<file path="config.mk">
export PLATFORM = sky130hd
export DESIGN_NAME = rsa_mode_controller
export DESIGN_NICKNAME = d
export VERILOG_FILES = /design/src/rtl/rsa_mode_controller.sv
export SDC_FILE = /design/constraint.sdc
export NUM_CORES = 1
export LEC_CHECK = 0
export ABC_AREA = 0
export CORE_ASPECT_RATIO = 0.9
export CORE_UTILIZATION = 50
export CTS_BUF_LIST = sky130_fd_sc_hd__clkbuf_8
export DETAILED_ROUTE_END_ITERATION = 16
export MAX_ROUTING_LAYER = met4
export PLACE_DENSITY_LB_ADDON = 0.2
export REMOVE_ABC_BUFFERS = 1
export SYNTH_ARGS = -nofsm -noshare
export SYNTH_HDL_FRONTEND = slang
export SYNTH_SLANG_ARGS = --single-unit
</file>
<file path="constraint.sdc">
create_clock -name i_clk -period 3.3 [get_ports i_clk]
set_input_delay 0.66 -clock i_clk [delete_from_list [all_inputs] [get_ports i_clk]]
set_output_delay 0.66 -clock i_clk [all_outputs]
set_load 0.02 [all_outputs]
</file>
<file path="src/rtl/rsa_mode_controller.sv">
// Top-level sequencer for the lab2 RSA datapath: key-length selection, core launch,
// finish/timeout/abort handling and display-facing state/width buses.
module rsa_mode_controller #(
    parameter int unsigned TIMEOUT = 100_000_000,
    parameter int unsigned CNT_W   = 32
) (
    input  logic             i_clk,
    input  logic             i_rst_n,
    input  logic             i_key_mode,
    input  logic             i_key_start,
    input  logic             i_key_abort,
    input  logic             i_rsa_finished,
    output logic [9:0]       o_rsa_bit,
    output logic [1:0]       o_rsa_mode,
    output logic [1:0]       o_state,
    output logic             o_rsa_start,
    output logic             o_rsa_abort,
    output logic             o_timeout,
    output logic [CNT_W-1:0] o_cycles
);

    typedef enum logic [1:0] {
        IDLE  = 2'b00,
        START = 2'b01,
        CALC  = 2'b10,
        DONE  = 2'b11
    } state_t;

    // Counter value seen on the last CALC edge before a forced completion.
    localparam logic [CNT_W-1:0] CYCLE_LAST = CNT_W'(TIMEOUT - 1);

    state_t     state;
    logic [1:0] mode_next;
    logic [9:0] bit_next;

    // 128 -> 256 -> 512 -> 128; encoding 3 is never produced.
    assign mode_next = (o_rsa_mode == 2'd2) ? 2'd0 : o_rsa_mode + 2'd1;

    always_comb begin
        bit_next = 10'b00_1000_0000;
        case (mode_next)
            2'd1:    bit_next = 10'b01_0000_0000;
            2'd2:    bit_next = 10'b10_0000_0000;
            default: bit_next = 10'b00_1000_0000;
        endcase
    end

    // The state register doubles as the display state bus.
    assign o_state = state;

    always_ff @(posedge i_clk or negedge i_rst_n) begin
        if (!i_rst_n) begin
            state       <= IDLE;
            o_rsa_bit   <= 10'b00_1000_0000;
            o_rsa_mode  <= 2'd0;
            o_rsa_start <= 1'b0;
            o_rsa_abort <= 1'b0;
            o_timeout   <= 1'b0;
            o_cycles    <= '0;
        end else begin
            o_rsa_start <= 1'b0;
            o_rsa_abort <= 1'b0;
            case (state)
                IDLE: begin
                    if (i_key_start) begin
                        state       <= START;
                        o_rsa_start <= 1'b1;
                        o_cycles    <= '0;
                        o_timeout   <= 1'b0;
                    end else if (i_key_mode) begin
                        o_rsa_mode <= mode_next;
                        o_rsa_bit  <= bit_next;
                    end
                end
                START: begin
                    if (i_key_abort) begin
                        state       <= IDLE;
                        o_rsa_abort <= 1'b1;
                    end else begin
                        state <= CALC;
                    end
                end
                CALC: begin
                    // Exit priority: abort, then finish, then timeout.
                    if (i_key_abort) begin
                        state       <= IDLE;
                        o_rsa_abort <= 1'b1;
                    end else if (i_rsa_finished) begin
                        state     <= DONE;
                        o_timeout <= 1'b0;
                    end else if (o_cycles == CYCLE_LAST) begin
                        state     <= DONE;
                        o_timeout <= 1'b1;
                    end else if (o_cycles != {CNT_W{1'b1}}) begin
                        o_cycles <= o_cycles + 1'b1;
                    end
                end
                DONE: begin
                    if (i_key_start || i_key_mode) begin
                        state <= IDLE;
                    end
                end
                default: state <= IDLE;
            endcase
        end
    end

endmodule

</file>
==> results.yml, run 1 <==
placed_design:
  gp_congestion: 0.916
  post-place-cells: 383
  port-buffer-count: 47
  place_area_sq_um: 3060
  dp_hpwl_um: 4560
synth:
  synth_top_area_share_pct: 37.9
  ys_types: 55
  ys_seq_area_share_pct: 39.0
  synth_most_common_cell: "dfrtp_1"
  postSynth.asyncResetShare_pct: 100
  synth_common_cells: "dfrtp_1 (39), a31oi_1 (30), nand2_1 (22), nand3_1 (18), o21ai_0 (14)"
  avgSynthCellArea_sq_um: 9.09
  synth_edf_count: 0
  syn-cell-area_sq_um: 2570
  ys_warn_count: 0
  ys_ff_latch: 40
  syn_inst: 283
  synth_area_leaders: "dfrtp_1 (38%), a31oi_1 (7.3%), nand3_1 (3.5%), nand2_1 (3.2%), a41oi_1 (3.1%)"
  yosysTopAreaCell: "dfrtp_1"
  synth_ff_type: "dfrtp_1"
clocking:
  root_buffer: "clkbuf_8"
  cts_buffers: 5
  cts_hold_buffers: 0
  ctsResizeCount: 0
  cts_sinks: 40
  clk_transition_reported_paths_ns: 0.08
  clock_latency_ns: 0.30
  htreeDepth: 2
  cts_buffer_depth: 2
  cts_tree: "yes"
  post-cts-setup-buffer-count: 0
run:
  max_cap_viol_count: 0
power_and_ir_drop:
  totalPowerFinal_mw: 1.54
  leakage_nw: 1.28
  ir_worst_vdd_mv: 0.341
  power_density_nw_per_um2: 485
floorplan:
  start_util_pct: 52.6
  rows: 24
  die-area_sq_um: 5440
  ios: 55
  die_y_um: 70.0
  fp.dieW_um: 77.6
  core-area_sq_um: 4890
finish:
  ff_latch_area_sq_um: 1000
  syn2layout_area_growth_pct: 23.3
  nFillCells: 421
  drive_gt1_share_pct: 10.7
  final_util_pct: 64.8
  final_nets: 336
  diodes: 0
  multi_input_area_sq_um: 1430
  final_area_sq_um: 3170
  layout.cells.non_filler: 391
routing:
  drc: 0
  drtPass1Iterations: 4
  totalWireLength_um: 6530
  vias: 2453
  wire_per_inst_um: 16.7
  vias_per_cell: 6.27
  drtIter0Drc: 259
  ant_nets: 0
critical_path:
  crit_slowest_cell: "o311ai_2"
  cp.required_ns: 3.52
  crit_type: "flip-flop to flip-flop"
  cpPeakStageDelay_ns: 0.59
  cp_max_fo: 10
  critical_path_arrival_ns: 2.91
  crit_path_start_kind: "flip-flop"
  crit_path_cell_trace: "nand4_2 -> or3_1 -> o311ai_2 -> nor2_1 -> a31o_2 -> a31oi_1"
  critPathCaptureType: "flip-flop"
status:
  status: "finished, final reports clean"
global_routing:
  grt_max_degree: 41
  grt_usage_pct: 27.4
  grt_pass1_wl_um: 11300
  grt_pass1_vias: 2270
  grt_antenna_before_repair: 0
  grt_overflow_total: 0
sta:
  max-slew-margin-rel_pct: 40.5
  drv_slew: 0
  tightest_slew_ns: 0.893
  fin_crit_ns: 2.68
  period_share_pct: 81.3
  hold_violations: 0
  holdWs_ns: 0.476
  fmax_mhz: 373
  rsz0062_at_grt: "false"
  finalSetupViolCount: 0
  finClkSkew_ns: 0.00994
hold_path:
  holdCritPathClass: "input pin to async pin"
-- metrics by stage --
| step | setup TNS, ns | setup slack, ns |
|---|---|---|
| CTS | 0 | 0.665 |
| floorplan | -2.93 | -0.343 |
| global placement | 0 | 0.607 |
| global route | 0 | 0.394 |
| detailed placement | 0 | 0.546 |
| finish | 0 | 0.618 |
-- where the power goes --
part	internal [mW]	switching, mW	total (mW)
clock network	0.222	0.179	0.401
registers	0.537	0.0396	0.576
logic	0.228	0.333	0.560
-- sequential cells by signal, summed over array words and instances (netlist names) --
register     cells
o_state          2
o_rsa_abort      1
o_timeout        1
o_rsa_start      1
o_cycles        32
o_rsa_mode       2
o_rsa_bit        1
-- worst max-delay path: cells and delay by family (launching register included) --
family | cells | cell delay (ns)
compound gates | 3 | 1.05
flops | 1 | 0.52
simple gates | 3 | 1.03
-- area by class of cell --
class	count	area share (%)
inverter	7	0.828
multi-input combinational	216	45.0
sequential	40	31.6
clock buffer	5	2.17
timing repair buffer	55	16.6
clock inverter	3	1.22
tap	65	2.56
-- layer usage --
metal	GRT usage [%]	routed length, um
met5	-	0
met4	9.43	61
met3	4.44	432
met2	38.1	2890
met1	40.2	3140
-- cell usage in the layout, fill, tap and decap left out, drive strengths merged, types with 2 or more instances in the layout --
cell | synthesis | layout
a41oi | 9 | 9
nand3 | 18 | 18
nor4b | 3 | 3
dfrtp | 39 | 39
o31ai | 2 | 2
o21a | 2 | 2
and2 | 4 | 4
nor3 | 6 | 6
conb | 1 | 7
or3 | 3 | 3
clkbuf | 13 | 5
nand2 | 22 | 22
a31oi | 30 | 30
or4 | 2 | 2
a211o | 2 | 2
nor2 | 13 | 13
o211ai | 4 | 4
a21o | 3 | 3
and3 | 5 | 5
o21ai | 16 | 16
a41o | 4 | 4
nand2b | 7 | 7
o221ai | 2 | 2
clkdlybuf4s50 | 0 | 46
mux2i | 4 | 4
inv | 7 | 8
nor4 | 8 | 8
mux2 | 3 | 3
o311ai | 4 | 4
a21oi | 6 | 6
ha | 5 | 5
a31o | 4 | 4
nand4 | 5 | 5
o21ba | 2 | 2
buf | 13 | 9
and4 | 2 | 2
-- worst paths after layout --
check	from	end	slack, ns	depth (start not counted)
worst max-delay path	o_cycles[8]	o_cycles[10]	0.62	6
worst min-delay path	i_rst_n	o_cycles[5]	0.48	1
worst max register to register	o_cycles[8]	o_cycles[10]	0.62	6
worst min register to register	o_cycles[6]	o_cycles[6]	0.52	1
max in group asynchronous	i_rst_n	o_cycles[20]	2.26	1
min in group i_clk	o_cycles[6]	o_cycles[6]	0.52	1
-- cells by family after synthesis --
| logic type | share of synthesized area (%) |
|---|---|
| other cells | 0.146 |
| mux | 2.87 |
| simple gates | 22.2 |
| buf+inv | 6.57 |
| fa+ha+maj | 2.43 |
| compound gates | 26.5 |
| xor+xnor | 0.341 |
| flops | 39.0 |
No activity file was read; power rests on OpenSTA's default activity.
==> run 2, diff against run 1 <==
==> constraint.sdc (replaced) <==
create_clock -name i_clk -period 2.7 [get_ports i_clk]
set_input_delay 0.54 -clock i_clk [delete_from_list [all_inputs] [get_ports i_clk]]
set_output_delay 0.54 -clock i_clk [all_outputs]
set_load 0.02 [all_outputs]
==> results.yml, run 2 (synthesis gave the netlist of run 1 again) <==
floorplan:
  die_y_um: 70.0
  core-area_sq_um: 4890
  ios: 55
  die-area_sq_um: 5440
  fp.dieW_um: 77.6
  start_util_pct: 52.6
  rows: 24
power_and_ir_drop:
  seqPwrFrac_pct: 36.8
  sw_frac_of_total_pct: 36.1
  power_density_nw_per_um2: 579
  pwr-share-comb_pct: 37.5
  ir_worst_vdd_mv: 0.347
  leakage_nw: 1.36
  power.internal_mw: 1.23
  p_sw_mw: 0.695
  clkPwrFrac_pct: 25.8
clocking:
  cts_buffers: 5
  root_buffer: "clkbuf_8"
  clk_transition_reported_paths_ns: 0.09
  ctsResizeCount: 0
  cts_sinks: 40
  clock_latency_ns: 0.31
  cts_buffer_depth: 2
  cts_tree: "yes"
  post-cts-setup-buffer-count: 0
  cts_hold_buffers: 0
  htreeDepth: 2
finish:
  drive_gt1_share_pct: 15.6
  layout_commonest_cell: "clkdlybuf4s50_1"
  largest_register_ff_count: 32
  final_nets: 350
  diodes: 0
  regMostFlops: "o_cycles"
  final_cell_mix: "clkdlybuf4s50_1 (46), dfrtp_1 (39), a31oi_1 (30), nand2_1 (22), buf_4 (20)"
  syn2layout_area_growth_pct: 29.2
  final_area_sq_um: 3320
  nFillCells: 412
routing:
  vias: 2602
  drtPass1Iterations: 5
  vias_per_cell: 6.42
  ant_nets: 0
  drc: 0
  wire_per_inst_um: 18.1
  totalWireLength_um: 7330
  drtIter0Drc: 279
critical_path:
  regToRegSetupSlack_ns: 0.16
  crit_path_start_kind: "flip-flop"
  crit_slowest_cell: "or4_4"
  crit_type: "flip-flop to flip-flop"
  critical_path_arrival_ns: 2.70
  cpPeakStageDelay_ns: 0.52
  critPathCaptureType: "flip-flop"
  cp_max_fo: 6
  cp.required_ns: 2.87
  crit_path_cell_trace: "nand4_2 -> or3_4 -> or3b_1 -> or4_4 -> o211ai_2 -> o311ai_2"
sta:
  hold_violations: 0
  tightest_slew_ns: 0.912
  fmax_mhz: 394
  worst_slack_ns: 0.165
  max-slew-margin-rel_pct: 39.2
  finClkSkew_ns: 0.0112
  period_share_pct: 93.9
  drv_slew: 0
  rsz0062_at_grt: "false"
  fin_crit_ns: 2.54
  finalSetupViolCount: 0
placed_design:
  place_area_sq_um: 3190
  dp_hpwl_um: 5180
  dp_slack_ns: 0.116
  gp_congestion: 0.945
  port-buffer-count: 47
global_routing:
  grt_pass1_vias: 2365
  grt_usage_pct: 29.3
  grt_overflow_total: 0
  grt_pass1_wl_um: 12100
  grt_antenna_before_repair: 0
  grt_max_degree: 41
status:
  status: "finished, final reports clean"
hold_path:
  holdCritPathClass: "input pin to async pin"
run:
  max_cap_viol_count: 0
run 2: area by class of cell:
type,count,area [sq um],share of cell area (%)
Clock inverter,3,38.8,1.17
Multi-Input combinational cell,216,1450,43.7
Timing Repair Buffer,69,656,19.7
Sequential cell,40,1000,30.1
Tap cell,65,81.3,2.45
Clock buffer,5,68.8,2.07
Inverter,7,26.3,0.790
run 2: worst paths after layout:
| kind | startpoint | endpoint | cells past startpoint |
|---|---|---|---|
| hold reg to reg | o_cycles[6] | o_cycles[6] | 1 |
| max in group asynchronous | i_rst_n | o_cycles[30] | 1 |
| setup reg to reg | o_cycles[10] | o_cycles[31] | 6 |
| min in group i_clk | o_cycles[6] | o_cycles[6] | 1 |
| hold / removal | i_rst_n | o_cycles[4] | 1 |
| setup / recovery | o_cycles[10] | o_cycles[31] | 6 |
run 2: power by group through the flow:
stage               Sequential [mW]  Combinational [mW]  Clock, mW
floorplan                     0.795               0.322          0
global placement              0.712               0.702          0
detailed placement            0.719               0.717          0
CTS                           0.707               0.718      0.497
global route                  0.716               0.790      0.516
finish                        0.707               0.721      0.496
run 2: metal layers:
layer / global-route usage (%) / vias up / share of wire, %
li1: - / 1193 / -
met1: 42.3 / 1255 / 46
met2: 42.5 / 136 / 46
met3: 4.05 / 18 / 5.9
met4: 9.64 / 0 / 1.7
met5: - / - / 0
run 2: critical path: cells and delay by family (launching register included):
family	cells	cell delay (ns)
and+or+nand+nor	4	1.61
DFF	1	0.51
AOI/OAI and AO/OA	2	0.27
run 2: through the flow:
stage / instances / setup TNS, ns / hold WS, ns / utilization [%] / power (mW)
floorplan: 263 / -14.40 / 0.244 / - / 1.12
global placement: 397 / 0 / 0.507 / 65.3 / 1.41
detailed placement: 397 / 0 / 0.521 / 65.3 / 1.44
CTS: 405 / 0 / 0.390 / 67.5 / 1.92
global route: 405 / 0 / 0.440 / 67.9 / 2.02
finish: 405 / 0 / 0.357 / 67.9 / 1.92
